## src/rtl/rv32m_execute.sv

```systemverilog
// rv32m_execute: RV32M execute stage for the RISC-MGMT framework.
// Computes MUL/MULH/MULHSU/MULHU with an iterative shift-add multiplier and
// DIV/DIVU/REM/REMU with a restoring divider, stalling the core via busy.
//
// Ports:
//   CLK, nRST        clock, asynchronous active-low reset
//   start            decoded RV32M instruction present (held while busy)
//   funct3           operation select
//   rs1_data/rs2_data source operands
//   busy             combinational stall request
//   reg_w/reg_wdata  one-cycle register write strobe and data
//   exception        always 0
//   exmem            registered bundle to the memory stage
//
// Build option: define RV32M_FAST_MUL_EN for a single-cycle combinational
// multiplier (multiplies complete in 1 cycle; divides unchanged).

package rv32m_pkg;
   localparam int unsigned XLEN = 32;

   typedef struct packed {
      logic            valid;
      logic [2:0]      funct3;
      logic [XLEN-1:0] wdata;
   } execute_memory_t;
endpackage

module rv32m_execute (
   input  logic                       CLK,
   input  logic                       nRST,
   input  logic                       start,
   input  logic [2:0]                 funct3,
   input  logic [31:0]                rs1_data,
   input  logic [31:0]                rs2_data,
   output logic                       busy,
   output logic                       reg_w,
   output logic [31:0]                reg_wdata,
   output logic                       exception,
   output rv32m_pkg::execute_memory_t exmem
);
   import rv32m_pkg::*;

   localparam int unsigned W     = 32;
   localparam int unsigned CNT_W = 6;

   localparam logic [2:0] S_IDLE = 3'd0;
`ifndef RV32M_FAST_MUL_EN
   localparam logic [2:0] S_MUL  = 3'd1;
`endif
   localparam logic [2:0] S_DIV  = 3'd2;
   localparam logic [2:0] S_FIX  = 3'd3;
   localparam logic [2:0] S_DONE = 3'd4;

   logic [2:0]       state_q, state_d;
   logic [CNT_W-1:0] cnt_q, cnt_d;
   logic [2*W-1:0]   acc_q, acc_d;
   logic [W-1:0]     mcand_q, mcand_d;
   logic [2:0]       funct3_q, funct3_d;
   logic             sign1_q, sign1_d;
   logic             sign2_q, sign2_d;
   logic             reg_w_q, reg_w_d;
   logic [W-1:0]     reg_wdata_q, reg_wdata_d;
   execute_memory_t  exmem_q, exmem_d;

   // Operand signedness and magnitudes from the incoming instruction
   logic         op_signed1, op_signed2;
   logic         s1_in, s2_in;
   logic [W-1:0] mag1, mag2;

   assign op_signed1 = (funct3 != 3'b011) && (funct3 != 3'b101) && (funct3 != 3'b111);
   assign op_signed2 = (funct3 == 3'b000) || (funct3 == 3'b001) ||
                       (funct3 == 3'b100) || (funct3 == 3'b110);
   assign s1_in      = op_signed1 & rs1_data[W-1];
   assign s2_in      = op_signed2 & rs2_data[W-1];
   assign mag1       = s1_in ? (-rs1_data) : rs1_data;
   assign mag2       = s2_in ? (-rs2_data) : rs2_data;

   // Divide special cases resolved without iterating
   logic         div_by_zero, div_ovf;
   logic [W-1:0] fast_div_res;

   assign div_by_zero  = (rs2_data == '0);
   assign div_ovf      = ~funct3[0] && (rs1_data == 32'h8000_0000) &&
                         (rs2_data == 32'hFFFF_FFFF);
   assign fast_div_res = div_by_zero ? (funct3[1] ? rs1_data : 32'hFFFF_FFFF)
                                     : (funct3[1] ? 32'h0 : 32'h8000_0000);

`ifdef RV32M_FAST_MUL_EN
   // Single-cycle product; low 64 bits of the sign/zero-extended product
   logic signed [W:0]     op1_sx, op2_sx;
   logic signed [2*W-1:0] fast_prod;
   logic [W-1:0]          fast_mul_res;

   assign op1_sx       = $signed({s1_in, rs1_data});
   assign op2_sx       = $signed({s2_in, rs2_data});
   assign fast_prod    = 64'(op1_sx) * 64'(op2_sx);
   assign fast_mul_res = (funct3 == 3'b000) ? fast_prod[W-1:0] : fast_prod[2*W-1:W];
`else
   // Shift-add step: multiplier sits in acc low half, product grows from the top
   logic [W:0]     mul_sum;
   logic [2*W-1:0] mul_next;

   assign mul_sum  = {1'b0, acc_q[2*W-1:W]} + (acc_q[0] ? {1'b0, mcand_q} : 33'h0);
   assign mul_next = {mul_sum, acc_q[W-1:1]};
`endif

   // Restoring divide step: acc = {remainder, dividend/quotient}
   logic [W:0]     rem_sh, rem_diff;
   logic [2*W-1:0] div_next;

   assign rem_sh   = {acc_q[2*W-1:W], acc_q[W-1]};
   assign rem_diff = rem_sh - {1'b0, mcand_q};
   assign div_next = rem_diff[W] ? {rem_sh[W-1:0],   acc_q[W-2:0], 1'b0}
                                 : {rem_diff[W-1:0], acc_q[W-2:0], 1'b1};

   // Sign fix-up and result selection
   logic [2*W-1:0] prod_fix;
   logic [W-1:0]   quo_fix, rem_fix, fix_res;

   assign prod_fix = (sign1_q ^ sign2_q) ? (-acc_q) : acc_q;
   assign quo_fix  = (sign1_q ^ sign2_q) ? (-acc_q[W-1:0]) : acc_q[W-1:0];
   assign rem_fix  = sign1_q ? (-acc_q[2*W-1:W]) : acc_q[2*W-1:W];

   always_comb begin
      fix_res = quo_fix;
      case (funct3_q)
         3'b000:                 fix_res = prod_fix[W-1:0];
         3'b001, 3'b010, 3'b011: fix_res = prod_fix[2*W-1:W];
         3'b100, 3'b101:         fix_res = quo_fix;
         default:                fix_res = rem_fix;
      endcase
   end

   // Next-state and registered-output logic
   logic         load_res;
   logic [W-1:0] fin_res;

   always_comb begin
      state_d      = state_q;
      cnt_d        = cnt_q;
      acc_d        = acc_q;
      mcand_d      = mcand_q;
      funct3_d     = funct3_q;
      sign1_d      = sign1_q;
      sign2_d      = sign2_q;
      reg_w_d      = 1'b0;
      reg_wdata_d  = reg_wdata_q;
      exmem_d      = exmem_q;
      exmem_d.valid = 1'b0;
      load_res     = 1'b0;
      fin_res      = '0;

      case (state_q)
         S_IDLE: begin
            if (start) begin
               funct3_d = funct3;
               sign1_d  = s1_in;
               sign2_d  = s2_in;
               cnt_d    = '0;
               if (!funct3[2]) begin
`ifdef RV32M_FAST_MUL_EN
                  state_d  = S_DONE;
                  load_res = 1'b1;
                  fin_res  = fast_mul_res;
`else
                  acc_d    = {32'h0, mag2};
                  mcand_d  = mag1;
                  state_d  = S_MUL;
`endif
               end else if (div_by_zero || div_ovf) begin
                  state_d  = S_DONE;
                  load_res = 1'b1;
                  fin_res  = fast_div_res;
               end else begin
                  acc_d    = {32'h0, mag1};
                  mcand_d  = mag2;
                  state_d  = S_DIV;
               end
            end
         end
`ifndef RV32M_FAST_MUL_EN
         S_MUL: begin
            acc_d = mul_next;
            cnt_d = cnt_q + CNT_W'(1);
            if (cnt_q == CNT_W'(W - 1)) state_d = S_FIX;
         end
`endif
         S_DIV: begin
            acc_d = div_next;
            cnt_d = cnt_q + CNT_W'(1);
            if (cnt_q == CNT_W'(W - 1)) state_d = S_FIX;
         end
         S_FIX: begin
            state_d  = S_DONE;
            load_res = 1'b1;
            fin_res  = fix_res;
         end
         S_DONE:  state_d = S_IDLE;
         default: state_d = S_IDLE;
      endcase

      if (load_res) begin
         reg_w_d        = 1'b1;
         reg_wdata_d    = fin_res;
         exmem_d.valid  = 1'b1;
         exmem_d.funct3 = funct3_d;
         exmem_d.wdata  = fin_res;
      end
   end

   // State and output registers
   always_ff @(posedge CLK or negedge nRST) begin
      if (!nRST) begin
         state_q     <= S_IDLE;
         cnt_q       <= '0;
         acc_q       <= '0;
         mcand_q     <= '0;
         funct3_q    <= '0;
         sign1_q     <= 1'b0;
         sign2_q     <= 1'b0;
         reg_w_q     <= 1'b0;
         reg_wdata_q <= '0;
         exmem_q     <= '0;
      end else begin
         state_q     <= state_d;
         cnt_q       <= cnt_d;
         acc_q       <= acc_d;
         mcand_q     <= mcand_d;
         funct3_q    <= funct3_d;
         sign1_q     <= sign1_d;
         sign2_q     <= sign2_d;
         reg_w_q     <= reg_w_d;
         reg_wdata_q <= reg_wdata_d;
         exmem_q     <= exmem_d;
      end
   end

   // Stall in the same cycle start appears; released during DONE and in reset
`ifdef RV32M_FAST_MUL_EN
   assign busy = nRST & ((state_q == S_DIV) || (state_q == S_FIX) ||
                         ((state_q == S_IDLE) && start));
`else
   assign busy = nRST & ((state_q == S_MUL) || (state_q == S_DIV) || (state_q == S_FIX) ||
                         ((state_q == S_IDLE) && start));
`endif

   assign reg_w     = reg_w_q;
   assign reg_wdata = reg_wdata_q;
   assign exmem     = exmem_q;
   assign exception = 1'b0;

endmodule
```

## config.mk

```make
export PLATFORM = sky130hd
export DESIGN_NAME = rv32m_execute
export DESIGN_NICKNAME = d
export VERILOG_FILES = /design/src/rtl/rv32m_execute.sv
export SDC_FILE = /design/constraint.sdc
export NUM_CORES = 1
export LEC_CHECK = 0
export BUFFER_PORTS_ARGS = -buffer_cell sky130_fd_sc_hd__buf_4
export CORE_MARGIN = 1.5
export CORE_UTILIZATION = 40
export DETAILED_ROUTE_END_ITERATION = 7
export GPL_ROUTABILITY_DRIVEN = 0
export PLACE_DENSITY = 0.66
export REMOVE_ABC_BUFFERS = 1
export SLEW_MARGIN = 15
export SYNTH_ARGS = -nofsm -noshare
export SYNTH_HDL_FRONTEND = slang
export SYNTH_SLANG_ARGS = --single-unit
```

## constraint.sdc

```tcl
create_clock -name CLK -period 5.2 [get_ports CLK]
set_input_delay 0 -clock CLK [delete_from_list [all_inputs] [get_ports CLK]]
set_output_delay 0 -clock CLK [all_outputs]
set_load 0.005 [all_outputs]
```

### Word level (Yosys, flattened, before mapping)

Index checks and enable logic that the tools add are counted.

| cells by class | value |
|---|---|
| $add $sub $neg | 8 |
| equality and inequality tests | 21 |
| muxes and demuxes | 36 |
| reduce and logical (&&, ||, !) cells | 26 |
| bitwise logic cells | 5 |

Operators by type and width:

| operator | number |
|---|---|
| $mux 32 | 13 |
| $mux 64 | 5 |
| $pmux 64 s3 | 1 |
| $neg 32->32 | 4 |
| $pmux 32 s3 | 1 |
| $eq 32x32->1 const B | 2 |
| $neg 64->64 | 1 |
| $pmux 32 s2 | 1 |
| $mux 36 | 1 |
| $add 32x32->33 | 1 |
| $sub 33x32->33 | 1 |
| $logic_not 32->1 | 1 |
| $mux 3 | 6 |
| $eq 3x2->1 const B | 4 |
| $eq 3x3->1 const B | 4 |
| $pmux 6 s2 | 1 |
| $eq 3x1->1 const B | 3 |
| $logic_not 3->1 | 3 |
| $ne 3x3->1 const B | 3 |
| $pmux 3 s3 | 1 |
| $logic_or 1x1->1 | 7 |
| $add 6x1->6 const B | 1 |
| $eq 6x5->1 const B | 1 |
| $mux 6 | 1 |
| 15 further kinds | 29 |

| word-level totals | value |
|---|---|
| bits of input ports | 70 |
| flip-flop bits (word level) | 147 |
| logic and storage cells | 107 |

### Depth between registers and ports, before layout

| depth | value |
|---|---|
| word-level depth | 9 |
| gate-level depth with buffers | 16 |

### Worst setup path after synthesis

OpenSTA, ideal clock, no wires.

| timing path | value |
|---|---|
| path kind | register -> register |
| from | register acc_q[32] |
| to | register exmem_q, in the netlist exmem[30] |
| slack | 1.518 ns |
| period minus slack after synthesis | 3.682 ns |
| library setup time | 0.131 ns |
| path buffers | 1 |
| data arrival time | 3.551 ns |
| cell stages (with the launch flop) | 14 |
| cells stage by stage | dfrtp_1 > inv_1 > ha_1 > or3b_1 > or3_2 > buf_4 > or4_4 > or3_4 > or4b_4 > o31ai_2 > xor2_1 > o22ai_1 > nand2_1 > nand4_1 |

| on the way | value |
|---|---|
| word-level cells in the longest chain between the ends | 4 |
| elaborated cells between the ends (all ways) | 6 |
| classes of those cells | add/sub (2); mux (4) |

RTL lines:

| item | line | text |
|---|---|---|
| start: declaration | 56 | `logic [2*W-1:0] acc_q, acc_d;` |
| start signal: assignment | 216 | `acc_q <= '0;` |
| start signal: assignment | 227 | `acc_q <= acc_d;` |
| $neg 64->64 or $neg 32->32 (tied branches) | 120, 122 |  |
| $mux 64 or $mux 32 (tied branches) | 120, 122 |  |
| $pmux 32 s3 * | 126 | `case (funct3_q)` |
| $pmux 32 s2 * | 153 | `case (state_q)` |
| end signal: assignment | 234 | `exmem_q <= exmem_d;` |
| end: declaration | 63 | `execute_memory_t exmem_q, exmem_d;` |

Every way passes the cells marked *; elsewhere a longest branch is shown, timed or not.
A chain may end at the register's enable or synchronous reset.

### Worst setup path in the final report

| timing path | value |
|---|---|
| from | register acc_q[0] |
| to | register acc_q[60] |

| on the way | value |
|---|---|
| word-level cells in the longest chain between the ends | 3 |

RTL lines:

| item | line | text |
|---|---|---|
| $mux 32 | 103 | `assign mul_sum = {1'b0, acc_q[2*W-1:W]} + (acc_q[0] ? {1'b0, mcand_q} : 33'h0);` |
| $add 32x32->33 | 103 |  |
| $pmux 64 s3 | 153 |  |

Every way passes these cells.

==> results.md <==
- Die area: roughly 0.038 mm2
- DRT iter0 DRCs: between 1500 and 2000
- Clock root buffer: clkbuf_16
- Via count: 15275
- Hold-fix buffers, CTS: 36
- Fraction of layout cells with a size suffix above 1: between 10% and 20%
- Number of synthesized register bits: roughly 150
- Initial antenna violation count: 0
- # setup viols final: 0
- Total of max-cap violations: 0
- Hold Path Class: in2reg
- Port bufs: 139
- Vias per cell: slightly above 6
- Final #Nets: approximately 2200
- Core area: between 0.03 and 0.04 mm2
- Post-Syn Area: about 0.015 mm2
- M2 GR Usage: ~43%
- Hold Vio Cnt, Final: 0
- Cells after synthesis: slightly below 2000
- Area occupied by multi-input gates: between 0.009 and 0.01 mm2
- Final slew viol count: 0
- Main synth FF type: dfrtp_1
- Htree depth: 4
- Post-CTS Setup Bufs: 0
- Rel. slew slack: between 20% and 30%
- Gr ovfl total: 0
- # fillers: 3580
- Die Ht: around 190 um
- Final min period: approximately 4.2 ns
- Post-route ant nets: 0
- Critical path capture point type: register
- Grt peak-use layer: met2
- Setup TNS: 0 ns
- FP Rows: 70
- # IOs: around 140
- Clock Pin Slew Worst Setup and Hold Paths: ~0.070 ns
- RSZ-0062 raised after global routing: false
- PostCTS Resize Cnt: 0
- Number of synthesized flops with an enable pin: 0
- Leading cell types in the layout, fill and taps excluded: nor2_1 (221), nand2_1 (205), a21oi_1 (173)
- Most common cell after layout, fill and taps aside: nor2_1
- Worst VDD drop: roughly 0.36 mV
- Kind of critical path: reg2reg
- Data required, critical path: 5.51 ns
- Run status: complete, no violations
- Final instance area: ~0.017 mm2
- CP startpoint kind: register
- Met1 Use GR: 37.6%
- Pre-Repair DR Iteration Count: 5
- Routed WL per cell: around 21 um
- Number of diodes: 0
- CP arrival: approximately 4.5 ns
- Register area: approximately 0.0037 mm2
- Pwr Density: ~760 mW/mm2
- Die width: just under 200 um
- Clock Sinks: about 150
- Syn Area/Cell: ~7.5 um2
- Netlist cell types: between 70 and 80
- GRT Total Usage: between 20% and 30%
- Initial Utilization: slightly above 40%
- Largest net degree at the start of global routing: 97
- DRC: 0
- Crit share post-route: 80.3%
- P&R area growth vs syn: 13.4%
- Global-route wire length before repair: slightly above 80 mm
- CTS tree: done
- Clock Tree Buf Depth: 2
- FMAX: between 200 and 250 MHz
- Post-DP HPWL: roughly 38 mm
- Crit-path max FO: 29
- Met3 GRT Util: between 4 and 5%
- Placed cell areas: ~0.016 mm2
- Ys async rst share: between 90% and 100%
- Reported leakage power: a little over 7 nW
- Clk Latency, worst-skew pair: 0.45 ns
- Ys Warns: 0
- Sequential element share of the synthesized area: about 25%
- Routed wire length: ~52 mm
- Skew final: 0.00939 ns
- Num CTS Buffers: 17
- Number of global-route vias before repair: 14352
- Worst Tran Pin Value: ~1.1 ns
[kinds of logic (layout without fill, tap and decap cells)]
| logic type | Yosys count | count (layout) | synth area share (%) |
|---|---|---|---|
| fa+ha+maj | 72 | 72 | 6.22 |
| xor+xnor | 202 | 202 | 12.0 |
| mux | 27 | 27 | 1.87 |
| simple gates | 638 | 638 | 19.8 |
| flops | 146 | 146 | 24.8 |
| buf+inv | 238 | 305 | 7.91 |
| other cells | 1 | 1 | 0.0255 |
| compound gates | 637 | 637 | 27.3 |
[flip-flops by register name (all words and copies together), names as in the netlist]
name,flops
cnt_q,6
state_q,3
mcand_q,32
exmem,36
sign1_q,1
funct3_q,3
acc_q,64
sign2_q,1
[synthesized netlist by cell type (33+ instances only)]
master	n	area, um2
o31ai_1	33	248
nor2_1	222	833
nand3_1	36	180
xor2_1	104	911
dfrtp_1	146	3650
clkbuf_1	111	417
ha_1	70	876
a21oi_1	174	871
buf_4	39	293
nand2_1	207	777
o21ai_0	165	826
inv_1	71	267
xnor2_1	98	858
a211oi_1	35	263
[layout make-up]
type,instances,area share (%)
clock buffer,20,2.68
clock inverter,11,0.779
inverter,71,1.60
multi-input combinational,1577,59.7
sequential,146,21.9
tap,468,3.51
timing repair buffer,203,9.88
[where the power goes]
part           internal [W]  switching [W]
logic               0.00361        0.00516
clock network      0.000722       0.000545
registers           0.00171       0.000885
total               0.00604        0.00659
[worst paths after layout]
kind | startpoint | to | slack [ns] | depth (start not counted)
max in group asynchronous | nRST | acc_q[62] | 3.62 | 3
hold reg to reg | mcand_q[11] | mcand_q[11] | 0.48 | 2
setup reg to reg | acc_q[0] | acc_q[60] | 1.02 | 13
setup / recovery | acc_q[0] | acc_q[60] | 1.02 | 13
min in group asynchronous | nRST | exmem[2] | 0.21 | 2
hold / removal | rs2_data[12] | mcand_q[12] | 0.02 | 4
[per-stage QoR]
| stage | hold WS (ns) | setup WS, ns | total power [W] | util, % | instances |
|---|---|---|---|---|---|
| 2_1_floorplan | -0.296 | 0.175 | 0.00837 | - | 1794 |
| 3_3_place_gp | 0.173 | 1.19 | 0.0109 | 43.2 | 2428 |
| 3_5_place_dp | 0.181 | 1.12 | 0.0111 | 43.2 | 2428 |
| 4_1_cts | 0.00312 | 1.09 | 0.0124 | 45.7 | 2495 |
| 5_1_grt | 0.0425 | 0.691 | 0.0136 | 45.8 | 2496 |
| 6_report | 0.0199 | 1.02 | 0.0126 | 45.8 | 2496 |
[routing by layer]
metal	vias up	part of all wire [%]
met1	7231	43
met5	-	0
li1	7123	-
met2	787	44
met3	134	8.8
met4	0	4.0
[critical path, cell delays in order (launching register included)]
cell and delay (ns):
dfrtp_1 0.52, inv_1 0.16, buf_4 0.35, nor2_1 0.08, ha_1 0.38, nand3_1 0.15, a2111oi_0 0.54, o2111a_1 0.31
o21ai_0 0.20, o211a_1 0.31, o31ai_1 0.67, nor2_1 0.11, a21oi_1 0.14, nand4_1 0.11
Note: power is estimated with default switching activity, not from simulation.
